File: src/rtl/sync_fifo_pkg.sv
// Shared types and helpers for the parametrised synchronous FIFO.
package sync_fifo_pkg;

    // Pointer width for a power-of-two depth.
    function automatic int unsigned ptr_w(input int unsigned depth);
        return $clog2(depth);
    endfunction

    // Request decoded from {wt_en, rd_en}.
    typedef enum logic [1:0] {
        OP_IDLE = 2'b00,
        OP_RD   = 2'b01,
        OP_WR   = 2'b10,
        OP_RW   = 2'b11
    } fifo_op_e;

endpackage : sync_fifo_pkg

File: src/rtl/sync_fifo_ram.sv
// DEPTH x DATA_W storage: one synchronous write port, one registered read port.
// Unreset by design; reading and writing one address in the same edge returns the old word.
module sync_fifo_ram #(
    parameter int unsigned DATA_W = 8,
    parameter int unsigned DEPTH  = 16,
    parameter int unsigned ADDR_W = 4
) (
    input  logic              clk,
    input  logic              we,
    input  logic [ADDR_W-1:0] waddr,
    input  logic [DATA_W-1:0] wdata,
    input  logic              re,
    input  logic [ADDR_W-1:0] raddr,
    output logic [DATA_W-1:0] rdata
);

    logic [DATA_W-1:0] mem [DEPTH];

    always_ff @(posedge clk) begin
        if (we) begin
            mem[waddr] <= wdata;
        end
    end

    always_ff @(posedge clk) begin
        if (re) begin
            rdata <= mem[raddr];
        end
    end

endmodule : sync_fifo_ram

File: src/rtl/sync_fifo_param.sv
// Parametrised synchronous FIFO with occupancy count, thresholds, overflow/underflow
// pulses and empty-bypass. Define SYNC_FIFO_ASSERT_EN to compile the SVA checks and covers.
module sync_fifo_param
    import sync_fifo_pkg::*;
#(
    parameter int unsigned DATA_W    = 8,
    parameter int unsigned DEPTH     = 16,
    parameter int unsigned AF_THRESH = DEPTH - 2,
    parameter int unsigned AE_THRESH = 2,
    localparam int unsigned CNT_W    = ptr_w(DEPTH) + 1
) (
    input  logic              clk,
    input  logic              rst,
    input  logic              wt_en,
    input  logic              rd_en,
    input  logic [DATA_W-1:0] datain,
    output logic [DATA_W-1:0] dataout,
    output logic              full,
    output logic              empty,
    output logic              almost_full,
    output logic              almost_empty,
    output logic [CNT_W-1:0]  count,
    output logic              overflow,
    output logic              underflow
);

    localparam int unsigned PTR_W = ptr_w(DEPTH);

    fifo_op_e           op;
    logic [PTR_W-1:0]   wt_ptr;
    logic [PTR_W-1:0]   rd_ptr;
    logic [CNT_W-1:0]   count_nxt;
    logic               wr_acc;
    logic               rd_acc;
    logic               byp;
    logic               ovf_nxt;
    logic               udf_nxt;
    logic               sel_byp;
    logic [DATA_W-1:0]  byp_q;
    logic [DATA_W-1:0]  ram_q;

    assign op = fifo_op_e'({wt_en, rd_en});

    // Flags come straight from the count register.
    assign full         = (count == CNT_W'(DEPTH));
    assign empty        = (count == CNT_W'(0));
    assign almost_full  = (count >= CNT_W'(AF_THRESH));
    assign almost_empty = (count <= CNT_W'(AE_THRESH));

    // Request arbitration against the current occupancy.
    always_comb begin
        wr_acc  = 1'b0;
        rd_acc  = 1'b0;
        byp     = 1'b0;
        ovf_nxt = 1'b0;
        udf_nxt = 1'b0;
        unique case (op)
            OP_WR: begin
                if (full) ovf_nxt = 1'b1;
                else      wr_acc  = 1'b1;
            end
            OP_RD: begin
                if (empty) udf_nxt = 1'b1;
                else       rd_acc  = 1'b1;
            end
            OP_RW: begin
                if (empty) begin
                    byp = 1'b1;
                end else begin
                    wr_acc = 1'b1;
                    rd_acc = 1'b1;
                end
            end
            default: ;
        endcase
    end

    always_comb begin
        count_nxt = count;
        unique case ({wr_acc, rd_acc})
            2'b10:   count_nxt = count + CNT_W'(1);
            2'b01:   count_nxt = count - CNT_W'(1);
            default: ;
        endcase
    end

    always_ff @(posedge clk or negedge rst) begin
        if (!rst) begin
            wt_ptr    <= '0;
            rd_ptr    <= '0;
            count     <= '0;
            overflow  <= 1'b0;
            underflow <= 1'b0;
        end else begin
            if (wr_acc) wt_ptr <= wt_ptr + PTR_W'(1);
            if (rd_acc) rd_ptr <= rd_ptr + PTR_W'(1);
            count     <= count_nxt;
            overflow  <= ovf_nxt;
            underflow <= udf_nxt;
        end
    end

    // Output source: the bypass register (cleared by reset) or the RAM read register.
    always_ff @(posedge clk or negedge rst) begin
        if (!rst) begin
            sel_byp <= 1'b1;
            byp_q   <= '0;
        end else if (byp) begin
            sel_byp <= 1'b1;
            byp_q   <= datain;
        end else if (rd_acc) begin
            sel_byp <= 1'b0;
        end
    end

    assign dataout = sel_byp ? byp_q : ram_q;

    sync_fifo_ram #(
        .DATA_W (DATA_W),
        .DEPTH  (DEPTH),
        .ADDR_W (PTR_W)
    ) u_ram (
        .clk   (clk),
        .we    (wr_acc),
        .waddr (wt_ptr),
        .wdata (datain),
        .re    (rd_acc),
        .raddr (rd_ptr),
        .rdata (ram_q)
    );

`ifdef SYNC_FIFO_ASSERT_EN
    a_count_max: assert property (@(posedge clk) disable iff (!rst)
        count <= CNT_W'(DEPTH));

    a_full_empty: assert property (@(posedge clk) disable iff (!rst)
        !(full && empty));

    a_ovf_cause: assert property (@(posedge clk) disable iff (!rst)
        overflow |-> $past(wt_en && !rd_en && full));

    a_udf_cause: assert property (@(posedge clk) disable iff (!rst)
        underflow |-> $past(rd_en && !wt_en && empty));

    a_count_step: assert property (@(posedge clk) disable iff (!rst)
        1'b1 |=> (count == $past(count)) ||
                 (count == $past(count) + CNT_W'(1)) ||
                 (count == $past(count) - CNT_W'(1)));

    a_ptr_hold: assert property (@(posedge clk) disable iff (!rst)
        (!wt_en && !rd_en) |=> ($stable(wt_ptr) && $stable(rd_ptr)));

    c_full: cover property (@(posedge clk) disable iff (!rst) full);

    c_bypass: cover property (@(posedge clk) disable iff (!rst) byp);

    c_wrap: cover property (@(posedge clk) disable iff (!rst)
        wr_acc && (wt_ptr == {PTR_W{1'b1}}));
`endif

endmodule : sync_fifo_param

File: config.mk
export PLATFORM = sky130hd
export DESIGN_NAME = sync_fifo_param
export DESIGN_NICKNAME = d
export VERILOG_FILES = /design/src/rtl/sync_fifo_pkg.sv /design/src/rtl/sync_fifo_ram.sv /design/src/rtl/sync_fifo_param.sv
export SDC_FILE = /design/constraint.sdc
export NUM_CORES = 1
export LEC_CHECK = 0
export BUFFER_PORTS_ARGS = -buffer_cell sky130_fd_sc_hd__buf_2
export CORE_MARGIN = 5
export CORE_UTILIZATION = 65
export DETAILED_ROUTE_END_ITERATION = 10
export PLACE_DENSITY = 0.84
export SYNTH_ARGS = -nofsm -noshare
export SYNTH_HDL_FRONTEND = slang
export SYNTH_HIERARCHICAL = 1
export SYNTH_SLANG_ARGS = --single-unit
File: constraint.sdc
create_clock -name clk -period 8.8 [get_ports clk]
set_clock_uncertainty 0.15 [all_clocks]
set_input_delay 1.32 -clock clk [delete_from_list [all_inputs] [get_ports clk]]
set_output_delay 1.32 -clock clk [all_outputs]
set_load 0.005 [all_outputs]
==> impl_metrics.csv <==
group,metric,value,unit
worst_hold_path,holdCritPathClass,"reg -> reg",
setup_path,path_cells,"buf_2, a21boi_1, ha_1, ha_1, or4b_2, o311ai_0, o211ai_1",
global_route,grt_pass1_vias,3487,
power,p_int,1.720,mW
clock_tree,clk_latency,0.53,ns
clock_tree,cts_buffer_depth,2,
sta,tightestPinTransition,1.177,ns
layout,final_core_util,75.34,%
layout,final_nets,396,
sta,maxSlewViolCount,0,
global_route,busiest_layer,"met2",
power,vdd_drop_max,177.3,uV
yosys,synth-edff-count,136,
placement,portBuffers,30,
yosys,seq_area_frac_synth,71.33,%
yosys,synth_area_leader_cell,"edfxtp_1",
yosys,ys.flop_type,"edfxtp_1",
setup_path,slowest_delay,0.95,ns
layout,area_delta_synth_final,12.63,%
clock_tree,cts_max_level,4,
setup_path,path_class,"in -> reg",
floorplan,io_pins,31,
global_route,grt-ovfl-total,0,
yosys,async_flop_share,15.00,%
yosys,netlist_instances,337,
clock_tree,numCtsBuffers,17,
global_route,use_met2,36.45,%
floorplan,start_util,66.90,%
sta,hold_viol,0,
layout,fin_area,7398,um2
yosys,ys_ff_latch,160,
placement,placed_area,6818,um2
power,p_sw_share,30.36,%
clock_tree,clkSinkCount,160,
clock_tree,cts_resized,0,
floorplan,die_area,12220,um2
power,power_density,333.9,nW/um2
yosys,yosysUniqueCellTypes,50,
yosys,yosys-top-cells-count,"136 x edfxtp_1, 23 x dfrtp_1, 19 x mux2_2",
floorplan,num_rows,36,
detailed_routing,dr_total_vias,3389,
yosys,synth_most_common_cell,"edfxtp_1",
sta,setup_tns,0,ns
detailed_routing,wl_per_cell,24.70,um
run,cap_violations,0,
setup_path,crit_top_cell,"ha_1",
detailed_routing,drc,0,
yosys,synth_nets,356,
setup_path,critical-path-top-delay-family,"compound AO/OA/AOI/OAI gates",
power,pwr-share-clk,29.1,%
detailed_routing,vias_per_cell,6.480,
detailed_routing,drt_wl_total,12920,um
floorplan,die_w,110.5,um
detailed_routing,drtAntennaViolNets,0,
layout,drive_gt1_share,28.46,%
setup_path,cp-start-kind,"input port",
detailed_routing,drt_iter0_markers,342,
sta,relSlewSlack,20.94,%
placement,gp_congestion,0.8855,
floorplan,coreArea,9819,um2
detailed_routing,drtPass1Iterations,7,
clock_tree,post_cts_buffers,0,
power,combPwrFrac,26.1,%
clock_tree,cts-root-buf,"clkbuf_8",
setup_path,cp.arrival,4.25,ns
setup_path,crit_fanout,12,
clock_tree,ctsHoldBuffers,0,
sta,finalSetupViolCount,0,
setup_path,crit_required,9.04,ns
yosys,avgSynthCellArea,19.49,um2
setup_path,path_buf_inv,1,
clock_tree,cts_tree,"yes",
floorplan,die_h,110.5,um
placement,dpl.hpwl,7714,um
yosys,synth_area_leaders,"edfxtp_1 62%, dfrtp_1 8.8%, mux4_2 6.2%, mux4_1 5.6%, mux2_2 3.3%",
global_route,antenna_found_initial,0,
sta,period_share,45.53,%
status,status,"finished, final reports clean",
sta,rsz0062_at_grt,"false",
power,power_leakage,2.615,nW
global_route,grt_use_met3,5.635,%
power,power_frac_seq,44.8,%
global_route,track_usage,22.33,%
global_route,grt_pass1_wl,20090,um
layout,diodes,0,
setup_path,crit_slowest_cell,"a21boi_1",
sta,post-route-min-period,4.007,ns
yosys,syn_area,6569,um2
global_route,grt_use_met1,28.87,%
power,switchingPower,750.1,uW
setup_path,endpoint_kind,"flop",
yosys,yosysWarnings,6,
global_route,grt_max_degree,36,
yosys,yosysTopAreaCellShare,62.17,%
sta,max_freq,249.6,MHz
clock_tree,clkSlewWorstSetupHoldPaths,0.06,ns
[path summary, 6_finish.rpt]
kind | startpoint | to | slack (ns) | cells past startpoint
worst max-delay path | rd_en | count[4]$_DFFE_PN0P_ | 4.79 | 7
worst min-delay path | byp_q[2]$_DFFE_PN0P_ | byp_q[2]$_DFFE_PN0P_ | 0.36 | 1
worst max register to register | count[0]$_DFFE_PN0P_ | count[4]$_DFFE_PN0P_ | 5.12 | 7
worst min register to register | byp_q[2]$_DFFE_PN0P_ | byp_q[2]$_DFFE_PN0P_ | 0.36 | 1
max in group asynchronous | rst | rd_ptr[0]$_DFFE_PN0P_ | 7.49 | 1
min in group asynchronous | rst | rd_ptr[2]$_DFFE_PN0P_ | 0.62 | 1
[worst register-to-register path: stages, from the launching register on]
cell and delay, ns:
dfrtp_1 0.52, nor2_1 0.18, a21boi_1 0.90, ha_1 0.53
ha_1 0.37, or4b_2 0.65, o311ai_0 0.12, o211ai_1 0.12
[per-layer routing]
layer | wire length, um | up-vias
li1 | - | 1461
met1 | 4975 | 1738
met2 | 6597 | 160
met3 | 925 | 30
met4 | 418 | 0
met5 | 0 | -
[registers in the layout, summed over array words and instances, names as in the netlist]
name and flops:
u_ram/rdata 8, count 5, sel_byp 1, rd_ptr 4
byp_q 8, u_ram/mem 128, wt_ptr 4, underflow 1
overflow 1
[metrics by stage]
stage | instances | hold WS, ns | power [mW] | worst slack (ns)
floorplan | 337 | 0.3237 | 1.561 | 4.745
global placement | 491 | 0.3326 | 1.725 | 4.483
detailed placement | 491 | 0.3430 | 1.754 | 4.294
CTS | 523 | 0.3596 | 2.478 | 4.840
global route | 523 | 0.3823 | 2.586 | 4.595
finish | 523 | 0.3578 | 2.470 | 4.793
[layout make-up]
type                    count  area (um2)
inverters                   3       11.26
repair buffers             34       180.2
multi-input cells         161        1773
clock buffers              19       421.7
well taps                 133       166.4
clock inverters            13       158.9
fillers                   564        2421
flip-flops and latches    160        4687
[cells by family after synthesis]
kind of cell    share of synthesized area [%]
fa+ha+maj                               1.448
xor+xnor                                1.314
simple gates                            5.276
flops                                   71.33
compound gates                          3.695
mux                                     15.26
buf+inv                                 1.676
[power groups by stage]
stage	clock network, mW	logic (mW)	registers [mW]
floorplan	0	0.507	1.05
global placement	0	0.612	1.11
detailed placement	0	0.633	1.12
CTS	0.725	0.645	1.11
global route	0.765	0.694	1.13
finish	0.718	0.645	1.11
[cells in the final DEF (no fill, tap or decap), types with 3 or more instances in the layout]
cell type / n
bufinv_16: 3
mux4_1: 14
clkbuf_16: 16
edfxtp_1: 136
ha_1: 6
mux2_2: 19
clkinv_1: 3
inv_6: 3
nand3_1: 4
nand2_1: 12
nor3b_1: 5
buf_2: 30
buf_4: 4
nor2_1: 15
a22oi_1: 16
xnor2_1: 3
mux4_2: 18
clkinvlp_4: 3
nor3_1: 4
a21oi_1: 9
dfrtp_1: 22
xor2_1: 5
Note: power is estimated with default switching activity, not from simulation.
